### src/rtl/run_dump_ctrl.sv
// Purpose : hold the SoC in reset, run it until halt or cycle budget, then stream regfile/PROGMEM words out.
// Latency : RESET lasts RST_CYCLES, RUN at most RUN_CYCLES; each dump word takes REQ + one or more OUT cycles.
// Backpr. : out_valid/out_data/out_tag hold while out_ready is low; the next read issues only after the handshake.
//
// Ports: clk/rst (sync, active-low) | start pulse | cpu_rst (active-high), cpu_halt, cycle from the SoC |
//        rd_sel/rd_addr/rd_data debug read port (data one cycle after address) |
//        out_valid/out_ready/out_data/out_tag dump stream | busy, done, timeout status.
// Option : define CYCLE_TRACE_EN to append one word holding the SoC cycle count at RUN exit (tag 10'h3FF).
module run_dump_ctrl #(
    parameter int RST_CYCLES = 5,
    parameter int RUN_CYCLES = 500,
    parameter int NREGS      = 7,
    parameter int MEM_BASE   = 250,
    parameter int NWORDS     = 1,
    parameter int AW         = 9
) (
    input  logic          clk,
    input  logic          rst,
    input  logic          start,
    output logic          cpu_rst,
    input  logic          cpu_halt,
    input  logic [31:0]   cycle,
    output logic          rd_sel,
    output logic [AW-1:0] rd_addr,
    input  logic [31:0]   rd_data,
    output logic          out_valid,
    input  logic          out_ready,
    output logic [31:0]   out_data,
    output logic [9:0]    out_tag,
    output logic          busy,
    output logic          done,
    output logic          timeout
);

    typedef enum logic [2:0] {S_IDLE, S_RESET, S_RUN, S_REQ, S_OUT, S_DONE} state_t;

    localparam logic [1:0] PH_REG = 2'd0;
    localparam logic [1:0] PH_MEM = 2'd1;
    localparam logic [1:0] PH_TRC = 2'd2;

`ifdef CYCLE_TRACE_EN
    localparam bit TRACE_EN = 1'b1;
    logic [31:0] cyc_q;
`else
    localparam bit TRACE_EN = 1'b0;
    logic [31:0] cyc_q;
    logic        unused_cycle;
    assign unused_cycle = ^cycle;
`endif

    state_t      state, nxt;
    logic [31:0] cnt;
    logic [1:0]  phase, nxt_phase;
    logic [9:0]  idx, nxt_idx;
    logic        last;
    logic        fresh;      // first OUT cycle: rd_data is live, afterwards hold carries it
    logic [31:0] hold;
    logic        timeout_q;
    logic        run_exit;
    logic [31:0] src_data;

    assign run_exit = (state == S_RUN) && (cpu_halt || (cnt == 32'(RUN_CYCLES - 1)));
    assign src_data = (phase == PH_TRC) ? cyc_q : rd_data;

    // Item sequencing: which item follows the current one, and whether it is the final one.
    always_comb begin
        nxt_phase = phase;
        nxt_idx   = idx + 10'd1;
        last      = 1'b0;
        case (phase)
            PH_REG: if (idx == 10'(NREGS - 1)) begin
                nxt_idx = '0;
                if (NWORDS > 0)    nxt_phase = PH_MEM;
                else if (TRACE_EN) nxt_phase = PH_TRC;
                else               last      = 1'b1;
            end
            PH_MEM: if (idx == 10'(NWORDS - 1)) begin
                nxt_idx = '0;
                if (TRACE_EN) nxt_phase = PH_TRC;
                else          last      = 1'b1;
            end
            default: last = 1'b1;
        endcase
    end

    // State register
    always_ff @(posedge clk) begin
        if (!rst) state <= S_IDLE;
        else      state <= nxt;
    end

    // Next-state logic
    always_comb begin
        nxt = state;
        case (state)
            S_IDLE, S_DONE: if (start) nxt = S_RESET;
            S_RESET:        if (cnt == 32'(RST_CYCLES - 1)) nxt = S_RUN;
            S_RUN:          if (run_exit) nxt = S_REQ;
            S_REQ:          nxt = S_OUT;
            S_OUT:          if (out_ready) nxt = last ? S_DONE : S_REQ;
            default:        nxt = S_IDLE;
        endcase
    end

    // Counters, item pointer and captured data
    always_ff @(posedge clk) begin
        if (!rst) begin
            cnt       <= '0;
            phase     <= PH_REG;
            idx       <= '0;
            fresh     <= 1'b0;
            hold      <= '0;
            timeout_q <= 1'b0;
            cyc_q     <= '0;
        end else begin
            fresh <= (state == S_REQ);
            if (state == S_OUT && fresh) hold <= src_data;
            case (state)
                S_IDLE, S_DONE: if (start) begin
                    cnt       <= '0;
                    timeout_q <= 1'b0;
                end
                S_RESET: cnt <= (cnt == 32'(RST_CYCLES - 1)) ? '0 : cnt + 32'd1;
                S_RUN: begin
                    cnt <= cnt + 32'd1;
                    if (run_exit) begin
                        // halt has priority over the budget in the same cycle
                        timeout_q <= !cpu_halt;
                        cyc_q     <= TRACE_EN ? cycle : '0;
                        phase     <= PH_REG;
                        idx       <= '0;
                    end
                end
                S_OUT: if (out_ready) begin
                    phase <= nxt_phase;
                    idx   <= nxt_idx;
                end
                default: ;
            endcase
        end
    end

    // Outputs
    always_comb begin
        cpu_rst   = (state != S_RUN);
        busy      = (state == S_RESET) || (state == S_RUN) || (state == S_REQ) || (state == S_OUT);
        done      = (state == S_DONE);
        timeout   = timeout_q;
        out_valid = (state == S_OUT);
        out_data  = (state == S_OUT && fresh) ? src_data : hold;
        out_tag   = (phase == PH_TRC) ? 10'h3FF : {phase == PH_MEM, idx[8:0]};
        rd_sel    = 1'b0;
        rd_addr   = '0;
        if (state == S_REQ) begin
            if (phase == PH_MEM) begin
                rd_sel  = 1'b1;
                rd_addr = AW'(32'(MEM_BASE) + 32'(idx));   // wraps modulo 2^AW
            end else if (phase == PH_REG) begin
                rd_addr = AW'(idx);
            end
        end
    end

endmodule

### config.mk
export PLATFORM = sky130hd
export DESIGN_NAME = run_dump_ctrl
export DESIGN_NICKNAME = d
export VERILOG_FILES = /design/src/rtl/run_dump_ctrl.sv
export SDC_FILE = /design/constraint.sdc
export NUM_CORES = 1
export LEC_CHECK = 0
export CORE_MARGIN = 2
export CORE_UTILIZATION = 35
export CTS_CLUSTER_DIAMETER = 30
export DETAILED_ROUTE_END_ITERATION = 7
export PLACE_DENSITY = 0.61
export SKIP_LAST_GASP = 1
export SLEW_MARGIN = 20
export SYNTH_ARGS = -nofsm -noshare
export SYNTH_HDL_FRONTEND = slang
export SYNTH_SLANG_ARGS = --single-unit
### constraint.sdc
create_clock -name clk -period 2.91 [get_ports clk]
set_input_delay 0.4365 -clock clk [delete_from_list [all_inputs] [get_ports clk]]
set_output_delay 0.4365 -clock clk [all_outputs]
set_load 0.005 [all_outputs]
# Yosys cells after proc, flatten, opt, wreduce, memory -nomap -nowiden
# Cells that the tools add are included.
# word_totals
reg_bits	81
latchBits	0
mem_bits_rw	0
rom_bits	0
input_bits	69
output_inout_bits	57
elab_cells	79
mem_count	0
# op_classes
n_addsub	3
mul	0
n_div	0
magnitude_cmp	0
n_eq_ne	17
shifts	0
n_mux	33
n_bitwise	0
reduce_logical	19
# ops
op	count
$mux W32	4
$pmux W32 S3	1
$mux W10	5
$pmux W10 S2	2
$add A32 B1 Y32 const B	1
$eq A32 B3 Y1 const B	1
$eq A32 B9 Y1 const B	1
$mux W9	3
$mux W3	5
$pmux W3 S5	1
$add A10 B1 Y10 const B	1
$eq A10 B3 Y1 const B	1
$logic_not A10 Y1	1
$add A8 B9 Y9 const A	1
$mux W2	4
$eq A3 B2 Y1 const B	2
$eq A3 B3 Y1 const B	2
$ne A2 B1 Y1 const B	3
$ne A2 B2 Y1 const B	3
$reduce_and A3 Y1	2
$mux W1	5
$reduce_and A5 Y1	1
$logic_or A1 B1 Y1	4
$pmux W1 S2	2
14 further kinds	16

# Logic depth before layout (Yosys ltp)
# Gate-level depths: netlist (run 1).
# logic_depth
depth_word	6
ltp_mapped	8

# Least setup slack after synthesis (run 1)
# Ideal clock, no wire load.
# synth_timing
path_type	register to register
start	register cnt[25]
end	register state[0]
setup_time_ns	0.070
t_arrival_ns	2.146
path_slack_ns	0.694
path_stages_with_launch	6
path_cell_list	dfxtp_1 or4_4 or4_4 o21a_1 or4b_1 a21oi_1
# synth_via
elab_chain_cells	5
elab_cells_between_ends	7
cone_classes	eq/ne: 4; reduce/logical: 3
# synth_lines
item	line	source
from (decl)	52	logic [31:0] cnt;
from (signal assigned)	123	S_RESET: cnt <= (cnt == 32'(RST_CYCLES - 1)) ? '0 : cnt + 32'd1;
from (signal assigned)	125	cnt <= cnt + 32'd1;
$eq A32 B9 Y1	62	assign run_exit = (state == S_RUN) && (cpu_halt || (cnt == 32'(RUN_CYCLES - 1)));
$logic_or A1 B1 Y1	62	
$logic_and A1 B1 Y1	62	
$ne A2 B2 Y1 (no source line)	n/a	
$reduce_and A4 Y1 (no source line) (*)	n/a	
to (signal assigned)	89	else state <= nxt;
to (decl)	51	state_t state, nxt;
# Mark *: on every way between the ends. The rest lies on a longest branch, timed or not.
# A chain may end at the register's enable or synchronous reset.

# Final worst setup path (run 1)
# layout_timing
start	register state[1]
end	output out_data[24]
# layout_via
elab_chain_cells	3
# layout_lines
item	line	source
$eq A3 B3 Y1	150	out_data = (state == S_OUT && fresh) ? src_data : hold;
$logic_and A1 B1 Y1	150	
$mux W32	n/a	
to (decl)	28	output logic [31:0] out_data,
# Every way passes these cells.

==> impl_results.md, run 1 <==
* Least-Margin Pin Slew at 734 ps
* Synth Area per Inst at 8.73 um^2
* Clock buffer count from CTS at 9
* H-tree lvl count at 3
* Final Hold Vio Count at 0
* Port bufs at 93
* Max-cap violations at 0
* Status: complete, no violations
* F_max at 0.362 GHz
* Endpoint class of the critical path: primary output
* Drt drc at 0
* Reg clk slew, reported paths at 70 ps
* Post-Layout Inst Area at 5540 um^2
* Fin util at between 40% and 50%
* Worst Path Max Fanout at 16
* Ant. Diodes at 0
* Leak at roughly 2.0 nW
* RSZ-0062 raised after global routing: no
* Setup Total Neg Slack at 0 ps
* Drt pass-1 iters at 4
* Site Rows at 39
* Post-route ant nets at 0
* Post-DP HPWL at 7190 um
* Maximum number of pins on one net before global-route repair at 33
* Initial core utilization at 35.9%
* Distinct cells, synth at 46
* First-pass GRT wire length at ~17000 um
* Chip Width at 112 um
* Async S/R FF share, synth at 0%
* Final setup violation count at 0
* Post-Syn Nets at between 500 and 600
* Worst setup SP type: register
* Worst vdd ir at 0.000297 V
* Hold depth at 2
* Crit path DAT at 2330 ps
* Design Power at ~0.0027 W
* Global placement routability congestion at 0.804
* DRT Wirelength at ~10000 um
* Hold slack at 492 ps
* HP Class: reg -> reg
* Drt via density at 5.16
* CTS tree: built
* Setup CP Type: reg -> out
* # IOs at 126
* Die Height at 112 um
* Vias in the first global route at 3448
* Synth Warn # at 0
* Core area at 11500 um^2
* Final Cycle Share at 94.9%
* Reg2Reg Depth at 5
* Vias at 3619
* Later-pin clock latency in the skew report at between 300 and 400 ps
* GRT Total Usage at between 10% and 20%
* Initial antenna violation count at 0
* Primary FF master, synth: dfxtp_1
* Routed len/inst at 14.4 um
* Die area at 12600 um^2
* P&R area growth vs syn at 34.6%
* GRT overflow at 0
* Largest buffer count on any clock path at 2
* Mapped cell area at 4110 um^2
* Initial DRC count at between 100 and 150
* Instance count of the mapped netlist at 471
* Max-slew violations at 0
* Fin nets at around 630
* Share of cells above drive strength 1 at 14.0%
* Worst slew margin at 51.1%
* Final clock skew at 12.4 ps
* Sequential area share after synthesis at 38.9%
* Yosys reg bits at 80
* Placed cell area at 5190 um^2
* Critical path required time at 2470 ps
* # clock sinks at 80
* Post-synth EDFFs at 0
* CTS Root Cell: clkbuf_16
* Tmin final at 2760 ps
* Pwr/cell area at 487 nW/um^2
-- timing repair --
item,4_1_cts,5_1_grt
endpoints found under the setup margin,12,32
buffers inserted,0,1
resized for setup,1,3
hold buffers,0,0
cloned,0,1
pin swaps,0,0
-- final timing paths --
| kind | start | endpoint | slack (ps) |
|---|---|---|---|
| min reg2reg | cnt[31] | cnt[31] | 490 |
| min | cnt[31] | cnt[31] | 490 |
| max reg2reg | cnt[24] | idx[1] | 550 |
| max | state[1] | out_data[24] | 150 |
-- synthesized netlist by cell type (3+ instances only) --
library cell	number	share of area, %
nand3_1	13	1.6
nand4_1	13	2.0
dfxtp_1	80	39
nor3_1	14	1.7
nor2_1	45	4.1
mux2_2	32	8.8
a22o_1	7	1.5
or3_1	15	2.3
nor3b_1	3	0.55
clkbuf_1	23	2.1
o31ai_1	3	0.55
ha_1	6	1.8
and3_1	5	0.76
mux2i_1	8	1.9
xnor2_1	27	5.8
a31oi_1	3	0.46
inv_1	16	1.5
a21oi_1	23	2.8
nor4_1	14	2.1
buf_4	9	1.6
buf_1	4	0.36
o21ai_0	15	1.8
or4_4	3	0.82
and4_1	7	1.5
and2_1	33	5.0
nand2_1	21	1.9
nor2b_1	4	0.61
-- cell usage in the layout (no fill, tap or decap), types with 14 or more instances in the layout --
| cell | netlist | layout |
|---|---|---|
| dfxtp_1 | 80 | 79 |
| xnor2_1 | 27 | 27 |
| mux2_2 | 32 | 32 |
| and2_1 | 33 | 32 |
| inv_1 | 16 | 15 |
| buf_4 | 9 | 14 |
| nor4_1 | 14 | 14 |
| nand2_1 | 21 | 21 |
| clkdlybuf4s50_1 | 0 | 93 |
| or3_1 | 15 | 15 |
| nor2_1 | 45 | 45 |
| nor3_1 | 14 | 14 |
| o21ai_0 | 15 | 15 |
| a21oi_1 | 23 | 23 |
-- layout make-up --
class / instances / area (um^2)
clock inverter: 7 / 86.3
clock buffer: 9 / 225
sequential: 80 / 1600
fill: 1109 / 5930
tap: 143 / 179
inverter: 16 / 60.1
timing repair buffer: 109 / 1080
multi-input combinational: 338 / 2300
-- where the power goes --
part,switching [W],leakage [nW],total [W],internal [W]
sequential,0.0000171,0.645,0.00113,0.00111
clock,0.000503,0.150,0.00119,0.000685
combinational,0.000208,1.17,0.000378,0.000170
total,0.000729,1.96,0.00270,0.00197
-- metal layers --
metal  wire (um)  vias up  track usage (%)
met5           0        -                0
li1            -     1820                -
met2        4740       75             26.5
met1        4890     1720             21.2
met3         380        4             3.56
met4          77        0             4.31
-- sequential cells by signal, summed over array words and instances (netlist names) --
name	cells
phase	1
timeout	1
hold	32
cnt	32
fresh	1
state	3
idx	10
-- metrics by stage --
step | setup slack, ps | std cells
floorplan | 694 | 471
global placement | 376 | 684
detailed placement | 312 | 684
CTS | 29.8 | 700
global route | 43.7 | 702
finish | 148 | 702
-- worst max-delay path, stage by stage, from the launching register on --
cell and delay, ps:
dfxtp_2 380, nor2b_2 170, nand2_1 120, inv_2 110, and2_2 210, buf_12 170
mux2_2 350, clkdlybuf4s50_1 480
-- cell families after synthesis --
group / count (synthesis) / share of synthesized area (%)
compound gates: 61 / 9.43
fa+ha+maj: 6 / 1.83
mux: 40 / 10.7
buf+inv: 53 / 5.69
flops: 80 / 38.9
xor+xnor: 28 / 5.96
simple gates: 203 / 27.4
Note: power is estimated with default switching activity, not from simulation.
==> inputs of run 2 (changes only) <==
--- a/config.mk
+++ b/config.mk
@@ -10,6 +10,7 @@
 export CTS_CLUSTER_DIAMETER = 30
 export DETAILED_ROUTE_END_ITERATION = 7
 export PLACE_DENSITY = 0.61
+export SETUP_SLACK_MARGIN = 0.4
 export SKIP_LAST_GASP = 1
 export SLEW_MARGIN = 20
 export SYNTH_ARGS = -nofsm -noshare
==> run 2 against run 1 <==
  * Critical path type unchanged
  * Die area is the same
  * Critical endpoint is now out_data[31]
  * Sequential share of layout area shrank 0.96 points
  * Wire length grew 2.8%
  * Utilization grew 1.8 points
  * Count of clock-buffer cells in the layout is the same
  * Clock skew shrank 3.3 ps
  * Critical path depth is the same
  * Fmax grew 7.6%
  * Flip-flop and latch count is the same
  * Cell area grew 3.7%
  * Sequential power is essentially flat
==> impl_results.md, run 2 (same netlist as run 1, synthesis figures left out) <==
* Core area at 11500 um^2 (unchanged)
* Initial antenna violation count at 0 (unchanged)
* Reg clk slew, reported paths at 60 ps (was 70 ps)
* Post-DP HPWL at 7190 um (unchanged)
* CTS Root Cell: clkbuf_16 (unchanged)
* Worst slew margin at 53.4% (was 51.1%)
* First-pass GRT wire length at 17400 um (was 16800 um)
* Fin nets at 640 (was 629)
* Port bufs at 93 (unchanged)
* Crit path DAT at 2130 ps (was 2330 ps)
* F_max at 0.389 GHz (was 0.362 GHz)
* Vias at 3678 (was 3619)
* Maximum number of pins on one net before global-route repair at 33 (unchanged)
* Final Cycle Share at 88.2% (was 94.9%)
* Critical path required time at 2470 ps (about the same)
* Leak at 2.29 nW (was 1.96 nW)
* Design Power at 0.00271 W (was 0.00270 W)
* HP Class: reg -> reg (unchanged)
* DRT Wirelength at 10400 um (was 10100 um)
* Share of cells above drive strength 1 at 17.4% (was 14.0%)
* Later-pin clock latency in the skew report at 340 ps (about the same)
* GRT Total Usage at 16.5% (was 16.0%)
* RSZ-0062 raised after global routing: yes (was no)
* Endpoint class of the critical path: primary output (unchanged)
* Routed len/inst at 14.5 um (was 14.4 um)
* Least-Margin Pin Slew at 699 ps (was 734 ps)
* Setup Total Neg Slack at 0 ps (unchanged)
* Pwr/cell area at 473 nW/um^2 (was 487 nW/um^2)
* Die area at 12600 um^2 (unchanged)
* H-tree lvl count at 3 (unchanged)
* Initial DRC count at 141 (was 145)
* Setup CP Type: reg -> out (unchanged)
* Largest buffer count on any clock path at 2 (unchanged)
* Worst Path Max Fanout at 16 (unchanged)
* Internal power at 0.00198 W (was 0.00197 W)
* Sequential Power Share at 41.5% (was 41.9%)
* Placed cell area at 5190 um^2 (unchanged)
* Register area at 1610 um^2 (was 1600 um^2)
* Top Registers: cnt x32, hold x32, idx x10 (unchanged)
* Chip Width at 112 um (unchanged)
* Worst setup SP type: register (unchanged)
* Site Rows at 39 (unchanged)
* Max-slew violations at 0 (unchanged)
* Final Hold Vio Count at 0 (unchanged)
* Drt drc at 0 (unchanged)
* Drt pass-1 iters at 4 (unchanged)
* Net Sw Frac at 27.1% (was 27.0%)
* Final clock skew at 9.17 ps (was 12.4 ps)
* Post-route ant nets at 0 (unchanged)
* Die Height at 112 um (unchanged)
* Max-cap violations at 0 (unchanged)
* Multi-input gate area at 2380 um^2 (was 2300 um^2)
* Post-Layout Inst Area at 5740 um^2 (was 5540 um^2)
* Drt via density at 5.16 (about the same)
* Ant. Diodes at 0 (unchanged)
* Global placement routability congestion at 0.804 (unchanged)
* Final setup violation count at 0 (unchanged)
* # clock sinks at 80 (unchanged)
* Commonest non-fill, non-tap cell in the layout: dfxtp_1 (was clkdlybuf4s50_1)
* Most frequent cells in the layout: dfxtp_1 (78), clkdlybuf4s50_1 (72), nor2_1 (45) (was clkdlybuf4s50_1 (93), dfxtp_1 (79), nor2_1 (45))
* Initial core utilization at 35.9% (unchanged)
* Share of total power in combinational logic at 14.7% (was 14.0%)
* Fillers at 1089 (was 1109)
* P&R area growth vs syn at 39.5% (was 34.6%)
* Status: complete, no violations (unchanged)
* NetSw at 0.000736 W (was 0.000729 W)
* Clock power frac at 43.8% (was 44.1%)
* # IOs at 126 (unchanged)
* Tmin final at 2570 ps (was 2760 ps)
* GRT overflow at 0 (unchanged)
* Worst vdd ir at 0.000307 V (was 0.000297 V)
* Clock buffer count from CTS at 9 (unchanged)
* Vias in the first global route at 3547 (was 3448)
* CTS tree: built (unchanged)
run 2: changes by cell type in the layout (fill, tap and decap cells not counted), moves of 2 or more:
cell             before  now
mux2_2               32   30
nor2b_4               0    2
dlygate4sd2_1         0    9
buf_4                14   21
clkdlybuf4s15_1       0    2
mux2_4                0    2
nor3b_4               0    2
nor3b_1               3    1
clkdlybuf4s50_1      93   72
nor2b_1               3    1
buf_6                 0    2
buf_16                0    2
nand2_1              21   19
dlymetal6s2s_1        0   10
run 2: path summary, 6_finish.rpt:
| check | cells after the start | slack, ps | to | from |
|---|---|---|---|---|
| setup / recovery | 7 | 340 | out_data[31] | state[2] |
| hold / removal | 2 | 490 | cnt[31] | cnt[31] |
| setup reg to reg | 5 | 540 | state[2] | cnt[25] |
| hold reg to reg | 2 | 490 | cnt[31] | cnt[31] |
run 2: power groups by stage:
stage               Sequential (W)  Combinational (W)  Clock (W)
floorplan                  0.00115           0.000222          0
global placement           0.00115           0.000373          0
detailed placement         0.00115           0.000377          0
CTS                        0.00113           0.000390    0.00122
global route               0.00113           0.000439    0.00126
finish                     0.00113           0.000398    0.00119
run 2: layer usage:
layer | up-vias | track usage, % | wire [um]
met1 | 1735 | 21.8 | 4860
met5 | - | 0 | 0
li1 | 1846 | - | -
met2 | 86 | 27.4 | 4920
met4 | 0 | 4.88 | 135
met3 | 11 | 3.29 | 445
run 2: what timing repair did:
item,in CTS,in global routing
hold buffers,0,0
gates cloned,2,0
resized for setup,26,25
setup buffers,4,7
setup endpoints to repair,37,35
pin swaps,0,4
run 2: critical path, cell delays in order, from the launching register on:
cell and delay, ps:
dfxtp_2 330, nor2b_4 150, nand2_2 70, inv_2 70, and2_4 190, buf_12 160, mux2_2 360, clkdlybuf4s50_1 470
run 2: cell type report:
class	count	area share, %
timing repair buffer	120	21.0
clock buffer	9	3.92
multi-input combinational	338	41.4
tap	143	3.12
clock inverter	7	1.50
inverter	16	1.05
sequential	80	28.0
run 2: per-stage QoR:
| stage | std cells | worst slack, ps | hold slack [ps] | util [%] |
|---|---|---|---|---|
| after global placement | 684 | 376 | 468 | 45.2 |
| final | 713 | 342 | 493 | 50.0 |
| after detailed placement | 684 | 312 | 479 | 45.2 |
| after floorplan | 471 | 694 | 453 | - |
| after global routing | 713 | 276 | 524 | 50.0 |
| after CTS | 706 | 293 | 491 | 48.9 |
==> RTL change 1 (settings of run 1) <==
`TRACE_EN`: 1'b0 -> 1'b1.
--- a/src/rtl/run_dump_ctrl.sv
+++ b/src/rtl/run_dump_ctrl.sv
@@ -44,3 +44,3 @@
 `else
-    localparam bit TRACE_EN = 1'b0;
+    localparam bit TRACE_EN = 1'b1;
     logic [31:0] cyc_q;
Behaviour: same outputs for any inputs over 10 cycles, from zero or initial values and one cycle with rst low; that may be too few to reach the edited logic, so the function may still have changed.
==> RTL change 1 against run 1 <==
- wire length up 46%
- combinational power rose by 77%
- highest routed layer unchanged
- critical endpoint is now out_data[14]
- design area is 43% higher
- register-to-register slack improved by 150 ps
- clock power up 77%
- hold slack worse by 37 ps
- critical path depth down 1
- cell count grew 49%
- area after synthesis increased by 42%
- setup slack improved by 54 ps
- power increased by 65%
- non-clock buffer count is 31 higher
- sequential cell count rose by 33
==> RTL change 1: results <==
group,metric,value,unit
global_routing,grt_pass1_wl,24.0,mm
finish,fillers,1599,
logic_synthesis,ys_warn_count,0,
cts,clock_latency,410,ps
cts,h-tree-depth,4,
drt,wl_met3,589,um
worst_setup_path,arrival,2270,ps
finish,finalNetCount,890,
logic_synthesis,synthTopCellsByCount,"dfxtp_1 (113), nand2_1 (89), nor2_1 (77), mux2i_1 (67), a21oi_1 (50)",
power,p_leak,2.74,nW
logic_synthesis,synthArstFlopShare,0,%
finish,reg.largest.list,"cnt x32, cyc_q x32, hold x32",
drt,drt_wl_total,14.7,mm
placed_design,io_buffers,125,
drt,drt_first_pass_iters,4,
cts,cts.clk_slew.worst_paths,50,ps
power,ir_drop,0.000411,V
hold_path,hp-class,"register to register",
logic_synthesis,seq_area_frac_synth,38.8,%
finish,n_antenna_cell,0,
drt,wl_met2,7.00,mm
sta,drv_slew,0,
global_routing,antenna_found_initial,0,
finish,drive_above_1_share,9.33,%
drt,wl_met1,6.95,mm
global_routing,grt_pass1_vias,4917,
worst_setup_path,cp_slowest_cell,"clkdlybuf4s50_1",
sta,worstMarginPinSlew,540,ps
global_routing,grt_use_total,16.7,%
placed_design,dpl.hpwl,9.71,mm
cts,cts_made_buffers,17,
cts,root_buffer,"clkbuf_16",
worst_setup_path,slowest_delay,570,ps
sta,finalClockSkew,4.91,ps
outcome,outcome,"finished, final reports clean",
global_routing,grt_max_degree,65,
drt,drtIter0Drc,199,
placed_design,place_ws,321,ps
logic_synthesis,ys_types,58,
drt,vias,5179,
logic_synthesis,yosys-top-cells-area,"dfxtp_1 (39%), mux2i_1 (11%), nand2_1 (5.7%)",
cts,clockBufferDepth,2,
worst_setup_path,crit_family,"buffers and inverters",
drt,maxUsedRoutingLayer,"met4",
logic_synthesis,synth_fp_nets,781,
worst_setup_path,crit_fanout,32,
placed_design,gp_congestion,0.794,
logic_synthesis,yosys_most_used_dff,"dfxtp_1",
-- RTL change 1: cell count changes in the layout (fill, tap and decap cells not counted), sizes merged, moves of 6 or more --
| cell | change |
|---|---|
| or3 | -9 |
| nor4 | +13 |
| nor3 | -7 |
| clkdlybuf4s50 | +31 |
| mux2i | +59 |
| clkbuf | +12 |
| or2 | +9 |
| nand2 | +69 |
| mux2 | -31 |
| nor2 | +32 |
| a21oi | +27 |
| a22o | -7 |
| nand2b | +6 |
| dfxtp | +33 |
-- RTL change 1: where the power goes --
| part | leakage, nW | internal [mW] | switching, mW |
|---|---|---|---|
| sequential | 0.912 | 1.61 | 0.0608 |
| clock | 0.298 | 1.40 | 0.710 |
| combinational | 1.53 | 0.303 | 0.365 |
| total | 2.74 | 3.32 | 1.14 |
-- RTL change 1: cells by family (layout without fill, tap and decap cells) --
logic type | count (synthesis) | in the layout | synth area share (%)
adder cells (fa/ha/maj) | 9 | 9 | 1.93
AO/OA/AOI/OAI | 96 | 96 | 9.65
AND/OR/NAND/NOR | 320 | 320 | 28.2
flip-flops | 113 | 113 | 38.8
multiplexers | 68 | 68 | 11.7
XOR/XNOR | 31 | 31 | 4.65
buffers and inverters | 66 | 188 | 5.15
-- RTL change 1: final timing paths --
check                start            to  slack (ps)  depth (start not counted)
setup / recovery  state[0]  out_data[14]         200                          6
hold / removal    cyc_q[7]      cyc_q[7]         450                          2
setup reg to reg    cnt[8]       cnt[31]         700                          5
hold reg to reg   cyc_q[7]      cyc_q[7]         450                          2
-- RTL change 1: final cells by class --
cell class	count	area [um2]	area share, %
multi-input combinational	524	3290	41.6
sequential	113	2260	28.6
clock buffer	21	470	5.94
clock inverter	11	135	1.71
tap	220	275	3.48
inverter	16	60.1	0.759
timing repair buffer	140	1420	17.9
-- RTL change 1: what timing repair did --
| item | in CTS | in global routing |
|---|---|---|
| hold buffers | 0 | 0 |
| endpoints found under the hold margin | 0 | 0 |
| resized for setup | 0 | 3 |
| endpoints found under the setup margin | 0 | 21 |
| buffers inserted | 0 | 0 |
-- RTL change 1: worst min-delay path: cells and delay by family (launching register included) --
family           cells  cell delay, ps
and+or+nand+nor      1              50
DFF                  1             300
muxes                1              50
-- RTL change 1: stage by stage --
stage / hold slack (ps) / instance area, um2 / total power [mW] / util [%] / cells
after floorplan: 434 / 5830 / 2.14 / - / 703
after global placement: 445 / 7280 / 2.37 / 44.2 / 1012
after detailed placement: 448 / 7280 / 2.38 / 44.2 / 1012
after CTS: 459 / 7880 / 4.52 / 47.9 / 1044
after global routing: 470 / 7920 / 4.65 / 48.1 / 1045
final: 455 / 7920 / 4.45 / 48.1 / 1045
-- RTL change 1: layer usage --
layer,global-route usage (%),up-vias
li1,-,2649
met3,3.84,13
met2,27.7,101
met1,21.3,2416
met5,0,-
met4,5.79,0
==> RTL change 2 (config.mk and constraints of run 1) <==
Made on the original files. Make the reset (`rst`) asynchronous in 2 clocked blocks.
--- a/src/rtl/run_dump_ctrl.sv
+++ b/src/rtl/run_dump_ctrl.sv
@@ -86,3 +86,3 @@
     // State register
-    always_ff @(posedge clk) begin
+    always_ff @(posedge clk or negedge rst) begin
         if (!rst) state <= S_IDLE;
@@ -105,3 +105,3 @@
     // Counters, item pointer and captured data
-    always_ff @(posedge clk) begin
+    always_ff @(posedge clk or negedge rst) begin
         if (!rst) begin
Behaviour: differs if rst is asserted again (counterexample within 4 cycles, from zero or initial values and one cycle with rst low); with rst held inactive, the same outputs for 10 cycles.
==> RTL change 2 against run 1 <==
- setup slack got worse by 3.7 ps
- hold slack got worse by 360 ps
- sequential cell count did not move
- critical path type unchanged
- highest routed layer unchanged
- design area is 2.9% higher
- area after synthesis grew 5.0%
- wire length grew 1.2%
- utilization decreased by 0.83 points
Power is not compared: it rests on default switching activity, and its combinational part moved more than twofold at a synthesized area within 25%.
==> RTL change 2: results <==
group,metric,value,unit
logic_synthesis,synthAdderAreaFrac,2.03,%
placed_design,gp_congestion,0.857,
global_routing,grt_max_degree,81,
sta,finalClockSkew,6.44,ps
power,p_comb_share,35.7,%
worst_setup_path,reg2reg_setup_slack,530,ps
sta,fin_ws,144,ps
finish,n_antenna_cell,0,
finish,finalNetCount,595,
worst_setup_path,slowest_delay,460,ps
cts,clock_latency,330,ps
global_routing,grt_pass1_vias,3554,
sta,worstMarginPinSlew,714,ps
drt,drt_wl_total,10.2,mm
finish,reg.largest.list,"cnt x32, hold x32, idx x10",
worst_setup_path,rr_worst_depth,6,
cts,root_buffer,"clkbuf_16",
logic_synthesis,ys_types,55,
placed_design,place_ws,300,ps
worst_setup_path,endpoint,"out_data[8]",
worst_setup_path,reg2reg_from,"cnt[26]",
logic_synthesis,synthTopCellsByCount,"dfrtp_1 (80), nor2_1 (44), mux2_2 (32), nand2_1 (29), nand3_1 (20)",
worst_setup_path,r2r_end,"cnt[10]",
power,pwr-share-seq,35.8,%
placed_design,dpl.cell_count,654,
power,switchingPower,1.32,mW
sta,hold_slack,135,ps
placed_design,io_buffers,93,
finish,drive_above_1_share,14.3,%
drt,vias,3483,
placed_design,post_dp_cell_area,5340,um2
logic_synthesis,synthCells,433,
drt,post_drt_wl_per_cell,15.2,um
logic_synthesis,synth_fp_nets,509,
logic_synthesis,synth_compound_area_share,9.39,%
outcome,outcome,"finished, final reports clean",
logic_synthesis,seq_area_frac_synth,46.3,%
worst_setup_path,crit_start,"state[0]",
finish,fillers,1135,
power,p_int,2.78,mW
placed_design,dpl.hpwl,7.26,mm
logic_synthesis,synth_xor_area_share,5.48,%
logic_synthesis,muxShareOfSynthArea,9.04,%
power,p_leak,2.41,nW
cts,cts_setup_buffers,0,
worst_setup_path,arrival,2330,ps
logic_synthesis,yosys-top-cells-area,"dfrtp_1 (46%), mux2_2 (8.3%), nor2_1 (3.8%)",
cts,cts.clk_slew.worst_paths,60,ps
cts,clockBufferDepth,2,
logic_synthesis,synthArstFlopShare,100,%
drt,drtIter0Drc,214,
hold_path,hp-class,"primary input to async pin",
global_routing,grt_pass1_wl,17.1,mm
global_routing,grt_use_total,16.1,%
drt,drt_first_pass_iters,4,
worst_setup_path,cp_slowest_cell,"clkdlybuf4s50_1",
cts,h-tree-depth,3,
RTL change 2: metal layers:
metal | routed length (um) | share of wire (%) | vias to the layer above | track usage [%]
li1 | - | - | 1707 | -
met1 | 4730 | 46 | 1687 | 21.3
met2 | 4920 | 48 | 78 | 26.0
met3 | 441 | 4.3 | 11 | 4.11
met4 | 106 | 1.0 | 0 | 4.82
met5 | 0 | 0 | - | 0
RTL change 2: critical path, delay by kind of cell (launching register included):
kind          cells  cell delay, ps
flops             1             390
mux               1             350
buf+inv           3             770
simple gates      3             490
RTL change 2: repair_timing:
item	CTS	global route
setup endpoints to repair	1	33
gates resized for setup	1	5
endpoints found under the hold margin	0	0
gates cloned	0	1
RTL change 2: cell type report:
class | count | area (um2) | share of cell area (%)
inverters | 15 | 56.3 | 0.988
clock buffers | 11 | 253 | 4.44
clock inverters | 5 | 61.3 | 1.08
flip-flops and latches | 80 | 2000 | 35.2
well taps | 147 | 184 | 3.23
repair buffers | 104 | 1040 | 18.3
multi-input cells | 309 | 2100 | 36.8
